$ cat src/rtl/phoenix_led_pattern_controller.sv
// Multi-channel LED PWM controller: OFF/ON/BLINK/BREATHE patterns per channel,
// reconfigured through a valid/ready write port with a single pending slot.

module phoenix_led_channel #(
   parameter int unsigned W            = 32,
   parameter int unsigned PWM_CYCLE    = 25000,
   parameter int unsigned INIT_PERIOD  = 25000000,
   parameter int unsigned BREATHE_STEP = 500
) (
   input  logic         clk,
   input  logic         reset,
   input  logic         wrap_i,
   input  logic         apply_i,
   input  logic [1:0]   mode_i,
   input  logic [W-1:0] period_i,
   input  logic [W-1:0] cnt_i,
   output logic [W-1:0] duty_o,
   output logic         pwm_o
);

   typedef enum logic [1:0] {
      MODE_OFF     = 2'd0,
      MODE_ON      = 2'd1,
      MODE_BLINK   = 2'd2,
      MODE_BREATHE = 2'd3
   } mode_e;

   localparam int unsigned  INIT_P = (INIT_PERIOD < 2) ? 2 : INIT_PERIOD;
   localparam logic [W-1:0] FULL   = W'(PWM_CYCLE);
   localparam logic [W-1:0] STEP   = W'(BREATHE_STEP);
   localparam logic [W-1:0] ONE    = W'(1);

   mode_e        mode_q, mode_d;
   logic [W-1:0] period_q, period_d;
   logic [W-1:0] phase_q, phase_d;
   logic [W-1:0] duty_q, duty_d;
   logic         down_q, down_d;
   logic         pwm_q;
   logic [W:0]   up_sum;

   always_ff @(posedge clk or posedge reset) begin
      if (reset) begin
         mode_q   <= MODE_BLINK;
         period_q <= W'(INIT_P);
         phase_q  <= '0;
         duty_q   <= '0;
         down_q   <= 1'b0;
         pwm_q    <= 1'b0;
      end else begin
         mode_q   <= mode_d;
         period_q <= period_d;
         phase_q  <= phase_d;
         duty_q   <= duty_d;
         down_q   <= down_d;
         pwm_q    <= (cnt_i < duty_q);
      end
   end

   always_comb begin
      mode_d   = mode_q;
      period_d = period_q;
      phase_d  = phase_q;
      duty_d   = duty_q;
      down_d   = down_q;
      // One extra bit so the upward step can never wrap past FULL.
      up_sum   = {1'b0, duty_q} + {1'b0, STEP};
      if (apply_i) begin
         mode_d   = mode_e'(mode_i);
         period_d = period_i;
         phase_d  = '0;
         down_d   = 1'b0;
         duty_d   = (mode_e'(mode_i) == MODE_ON) ? FULL : '0;
      end else begin
         case (mode_q)
            MODE_OFF: duty_d = '0;
            MODE_ON:  duty_d = FULL;
            MODE_BLINK: begin
               phase_d = (phase_q >= period_q - ONE) ? '0 : phase_q + ONE;
               duty_d  = (phase_q >= (period_q >> 1)) ? FULL : '0;
            end
            MODE_BREATHE: begin
               if (wrap_i) begin
                  if (!down_q) begin
                     if (up_sum >= {1'b0, FULL}) begin
                        duty_d = FULL;
                        down_d = 1'b1;
                     end else begin
                        duty_d = up_sum[W-1:0];
                     end
                  end else begin
                     if (duty_q <= STEP) begin
                        duty_d = '0;
                        down_d = 1'b0;
                     end else begin
                        duty_d = duty_q - STEP;
                     end
                  end
               end
            end
            default: duty_d = duty_q;
         endcase
      end
   end

   assign duty_o = duty_q;
   assign pwm_o  = pwm_q;

endmodule

module phoenix_led_pattern_controller #(
   parameter int unsigned CLOCK_FREQUENCY  = 25_000_000,
   parameter int unsigned PWM_COUNTER_BITS = 32,
   parameter int unsigned PWM_CYCLE        = CLOCK_FREQUENCY / 1000,
   parameter int unsigned NUM_CHANNELS     = 4,
   parameter int unsigned INIT_BLINK_CYCLE = CLOCK_FREQUENCY,
   parameter int unsigned BREATHE_STEP     = PWM_CYCLE / 50
) (
   input  logic                                 clk,
   input  logic                                 reset,
   input  logic                                 cfg_valid,
   output logic                                 cfg_ready,
   input  logic [3:0]                           cfg_channel,
   input  logic [1:0]                           cfg_mode,
   input  logic [PWM_COUNTER_BITS-1:0]          cfg_period,
   output logic                                 cfg_error,
   output logic [PWM_COUNTER_BITS-1:0]          pwm_cycle,
   output logic [NUM_CHANNELS*PWM_COUNTER_BITS-1:0] pwm_duty,
   output logic [NUM_CHANNELS-1:0]              pwm_out
);

   localparam int unsigned  W    = PWM_COUNTER_BITS;
   localparam logic [W-1:0] LAST = W'(PWM_CYCLE - 1);
   localparam logic [W-1:0] MINP = W'(2);

   typedef enum logic {SLOT_EMPTY, SLOT_FULL} slot_e;

   slot_e        slot_q, slot_d;
   logic [3:0]   pend_ch_q, pend_ch_d;
   logic [1:0]   pend_mode_q, pend_mode_d;
   logic [W-1:0] pend_period_q, pend_period_d;
   logic         err_q, err_d;
   logic [W-1:0] cnt_q, cnt_d;
   logic         wrap, accept, ch_bad, apply;

   logic [NUM_CHANNELS-1:0][W-1:0] lane_duty;
   logic [NUM_CHANNELS-1:0]        lane_pwm;

   assign wrap      = (cnt_q == LAST);
   assign cnt_d     = wrap ? '0 : cnt_q + W'(1);
   assign cfg_ready = (slot_q == SLOT_EMPTY);
   assign accept    = cfg_valid && cfg_ready;
   assign ch_bad    = ({1'b0, cfg_channel} >= 5'(NUM_CHANNELS));
   assign apply     = (slot_q == SLOT_FULL) && wrap;

   always_ff @(posedge clk or posedge reset) begin
      if (reset) begin
         slot_q        <= SLOT_EMPTY;
         pend_ch_q     <= '0;
         pend_mode_q   <= '0;
         pend_period_q <= MINP;
         err_q         <= 1'b0;
         cnt_q         <= '0;
      end else begin
         slot_q        <= slot_d;
         pend_ch_q     <= pend_ch_d;
         pend_mode_q   <= pend_mode_d;
         pend_period_q <= pend_period_d;
         err_q         <= err_d;
         cnt_q         <= cnt_d;
      end
   end

   // A full slot blocks acceptance, so apply and capture never coincide.
   always_comb begin
      slot_d        = slot_q;
      pend_ch_d     = pend_ch_q;
      pend_mode_d   = pend_mode_q;
      pend_period_d = pend_period_q;
      err_d         = 1'b0;
      case (slot_q)
         SLOT_EMPTY: begin
            if (accept) begin
               if (ch_bad) begin
                  err_d = 1'b1;
               end else begin
                  slot_d        = SLOT_FULL;
                  pend_ch_d     = cfg_channel;
                  pend_mode_d   = cfg_mode;
                  pend_period_d = (cfg_period < MINP) ? MINP : cfg_period;
               end
            end
         end
         SLOT_FULL: begin
            if (wrap) slot_d = SLOT_EMPTY;
         end
         default: slot_d = SLOT_EMPTY;
      endcase
   end

   for (genvar i = 0; i < NUM_CHANNELS; i++) begin : g_lane
      phoenix_led_channel #(
         .W            (W),
         .PWM_CYCLE    (PWM_CYCLE),
         .INIT_PERIOD  (INIT_BLINK_CYCLE),
         .BREATHE_STEP (BREATHE_STEP)
      ) u_ch (
         .clk      (clk),
         .reset    (reset),
         .wrap_i   (wrap),
         .apply_i  (apply && (pend_ch_q == 4'(i))),
         .mode_i   (pend_mode_q),
         .period_i (pend_period_q),
         .cnt_i    (cnt_q),
         .duty_o   (lane_duty[i]),
         .pwm_o    (lane_pwm[i])
      );
   end

   assign pwm_duty  = lane_duty;
   assign pwm_out   = lane_pwm;
   assign pwm_cycle = W'(PWM_CYCLE);
   assign cfg_error = err_q;

endmodule

$ cat config.mk
export PLATFORM = sky130hd
export DESIGN_NAME = phoenix_led_pattern_controller
export DESIGN_NICKNAME = d
export VERILOG_FILES = /design/src/rtl/phoenix_led_pattern_controller.sv
export SDC_FILE = /design/constraint.sdc
export NUM_CORES = 2
export LEC_CHECK = 0
export ABC_CLOCK_PERIOD_IN_PS = 4200
export CORE_UTILIZATION = 55
export CTS_BUF_LIST = sky130_fd_sc_hd__clkbuf_8
export CTS_CLUSTER_DIAMETER = 150
export CTS_CLUSTER_SIZE = 16
export DETAILED_ROUTE_END_ITERATION = 16
export GPL_TIMING_DRIVEN = 0
export PLACE_DENSITY = 0.74
export SYNTH_ARGS = -nofsm -noshare
export SYNTH_HDL_FRONTEND = slang
export SYNTH_HIERARCHICAL = 1
export SYNTH_SLANG_ARGS = --single-unit
$ cat constraint.sdc
create_clock -name clk -period 4.2 [get_ports clk]
set_input_delay 0.63 -clock clk [delete_from_list [all_inputs] [get_ports clk]]
set_output_delay 0.63 -clock clk [all_outputs]
set_load 0.1 [all_outputs]
==> impl_metrics.json <==
{
  "status": "complete, but fails checks",
  "violations": "negative setup slack",
  "clk_latency_ns": 0.68,
  "final_cell_mix": "553 x nand2_1, 407 x dfrtp_1, 397 x ha_1",
  "cts_tree": "built",
  "ant_nets": 0,
  "yosysTopAreaCell": "dfrtp_1",
  "via_count": 36286,
  "setup_viol": 19,
  "crit_arrival_ns": 4.80,
  "synth_edf_count": 0,
  "drc": 0,
  "port_buffers": 166,
  "cts_made_buffers": 34,
  "synth_area_um2": 37800,
  "worstMarginPinSlew_ns": 1.252,
  "cap_violations": 0,
  "row_count": 95,
  "setup_ws_ns": -0.07576,
  "htree_levels": 2,
  "die_area_um2": 69780,
  "crit_path_start_kind": "flop",
  "grt_usage_pct": 33.88,
  "first_iter_violations": 3700,
  "wl_per_cell_um": 21.39,
  "synth_compound_area_share_pct": 19.72,
  "synth_top_cell_area_share_pct": 27.21,
  "critPathKind": "flop to flop",
  "power.leakage_nw": 20.12,
  "max_freq_mhz": 233.9,
  "crit_required_ns": 4.73,
  "ys_async_sr_fraction_pct": 100.0,
  "grt_max_degree": 62,
  "clk_path_buf_depth": 3,
  "finClkSkew_ns": 0.05020,
  "hold_buffers": 0,
  "ys.flop_type": "dfrtp_1",
  "multi_input_area_um2": 24640,
  "fin_util_pct": 63.65,
  "wl_um": 121900,
  "synth_area_leaders": "dfrtp_1 27%, ha_1 13%, nand2_1 5.5%",
  "min_period_ns": 4.276,
  "yosys.area_share.simple_pct": 22.91,
  "grt_setup_unrepaired": "yes",
  "cts_root_buffer": "clkbuf_8",
  "synthAdderAreaFrac_pct": 13.14,
  "placed_cells": 5569,
  "ys_ff_latch": 464,
  "vdd_drop_max_v": 0.0001620,
  "min_path_type": "flop to flop",
  "relSlewSlack_pct": 16.28,
  "final_common_cell": "nand2_1",
  "via_per_inst": 6.367,
  "crit_path_end_kind": "flop",
  "clk_pin_slew_ns": 0.12,
  "synth_top_family_by_area": "simple AND/OR/NAND/NOR gates",
  "fillers": 5875,
  "die_x_um": 264.2,
  "synth.mux.area_fraction_pct": 1.622,
  "syn_inst": 4491,
  "syn2layout_area_growth_pct": 13.89,
  "ys_seq_area_share_pct": 30.89,
  "overflow": 0,
  "synthXorXnorAreaFrac_pct": 5.376,
  "pre_cts_slack_ns": -1.026,
  "finalHoldViolCount": 0,
  "design.core.area_um2": 67630,
  "layout-drive-gt1-share_pct": 11.44,
  "gp_congestion": 0.9542,
  "placed_area_um2": 40860,
  "period_share_pct": 101.8,
  "maxSlewViolCount": 0,
  "grt_pass1_vias": 34062,
  "io_pins": 207,
  "dr.pass1.iters": 6,
  "initial_utilization_pct": 55.89,
  "grt_pass1_wl_um": 190200,
  "critPathMaxFanout": 8,
  "final_area_um2": 43050,
  "dp_hpwl_um": 89090,
  "p_per_area_nw_per_um2": 169.7,
  "synthDistinctLibCells": 106,
  "fp.dieH_um": 264.2,
  "ys.warnings.count": 6,
  "seq_area_um2": 11680,
  "avgSynthCellArea_um2": 8.417,
  "finish.net_count": 5239,
  "cts_sinks": 464,
  "antenna_found_initial": 1,
  "fin_cells": 5699
}
## through the flow
step	TNS (ns)	hold WS [ns]	total power, mW
floorplan	0	0.4549	4.829
global placement	-450.01	0.4802	4.932
detailed placement	-132.70	0.4872	4.953
CTS	-1.767	0.5034	7.366
global route	-8.407	0.5133	7.522
finish	-0.6605	0.5022	7.304
## final cells by class
class / instances / area share [%]
clock buffer: 35 / 1.119
multi-input combinational: 3528 / 57.23
tap: 873 / 2.537
clock inverter: 25 / 0.2267
antenna: 1 / 0.005813
buffer: 230 / 3.313
inverter: 295 / 2.607
sequential: 464 / 27.14
timing repair buffer: 248 / 5.819
## kinds of logic after synthesis
kind of cell | Yosys count
mux | 56
buf+inv | 533
other cells | 6
simple gates | 1698
xor+xnor | 232
fa+ha+maj | 397
flops | 464
compound gates | 1105
## cells in the mapped netlist, drive strengths merged, types with 52 or more instances
library cell and number:
clkbuf 132, nor2 263, o21ai 305, dfrtp 411
nand3 156, dfstp 53, inv 291, nand2 558
xnor2 217, nor3 152, o221ai 75, buf 106
nand4 126, and2 62, a21o 106, a31oi 85
nor4 87, a21oi 173, nor2b 52, ha 397
## per-layer routing
layer / part of all wire [%] / vias up / routed length [um] / GRT usage, %
li1: - / 16961 / - / -
met1: 42 / 17411 / 50990 / 45.13
met2: 46 / 1617 / 56500 / 55.60
met3: 7.9 / 297 / 9683 / 5.183
met4: 3.9 / 0 / 4763 / 12.40
met5: 0 / - / 0 / 0
## power by group
part | switching (mW) | internal [mW]
clock | 1.65 | 0.787
combinational | 0.275 | 0.0807
sequential | 0.0356 | 4.48
total | 1.96 | 5.34
## flip-flops by register name, indices dropped and copies added, names as in the netlist, 2 cells and up
signal and count:
g_lane.u_ch/period_q 128, g_lane.u_ch/phase_q 128, g_lane.u_ch/duty_o 120, cnt_q 32, pend_period_q 32, g_lane.u_ch/mode_q 8
g_lane.u_ch/down_q 4, g_lane.u_ch/pwm_o 4, pend_ch_q 4, pend_mode_q 2
## critical path: stages, from the launching register on
cell and delay [ns]:
dfrtp_1 0.43, nor4_4 0.32, buf_4 0.18, nand3_4 0.07
or4_4 0.48, nor3_4 0.16, nand2_2 0.10, nor3_4 0.19
nand4_1 0.19, buf_4 0.19, xnor2_1 0.14, ha_1 0.33
a21oi_2 0.07, buf_4 0.13, a21oi_2 0.16, nand2_1 0.09
o211a_1 0.28, buf_8 0.17, clkbuf_16 0.17, buf_12 0.13
a22o_1 0.18
## final timing paths
path                                              to                       start  depth (start not counted)  slack [ns]
max                        g_lane[1].u_ch/phase_q[1]  g_lane[1].u_ch/period_q[5]                         20       -0.08
min                                         cnt_q[0]                    cnt_q[0]                          1        0.50
max reg2reg                g_lane[1].u_ch/phase_q[1]  g_lane[1].u_ch/period_q[5]                         20       -0.08
min reg2reg                                 cnt_q[0]                    cnt_q[0]                          1        0.50
max in group asynchronous   g_lane[2].u_ch/mode_q[1]                       reset                          3        2.57
min in group asynchronous           pend_period_q[8]                       reset                          2        0.69
## what timing repair did
action,4_1_cts,5_1_grt
gates resized for setup,110,135
endpoints found under the setup margin,277,177
setup buffers,37,34
pin swaps,39,80
gates cloned,2,4
Note: power is estimated with default switching activity, not from simulation.
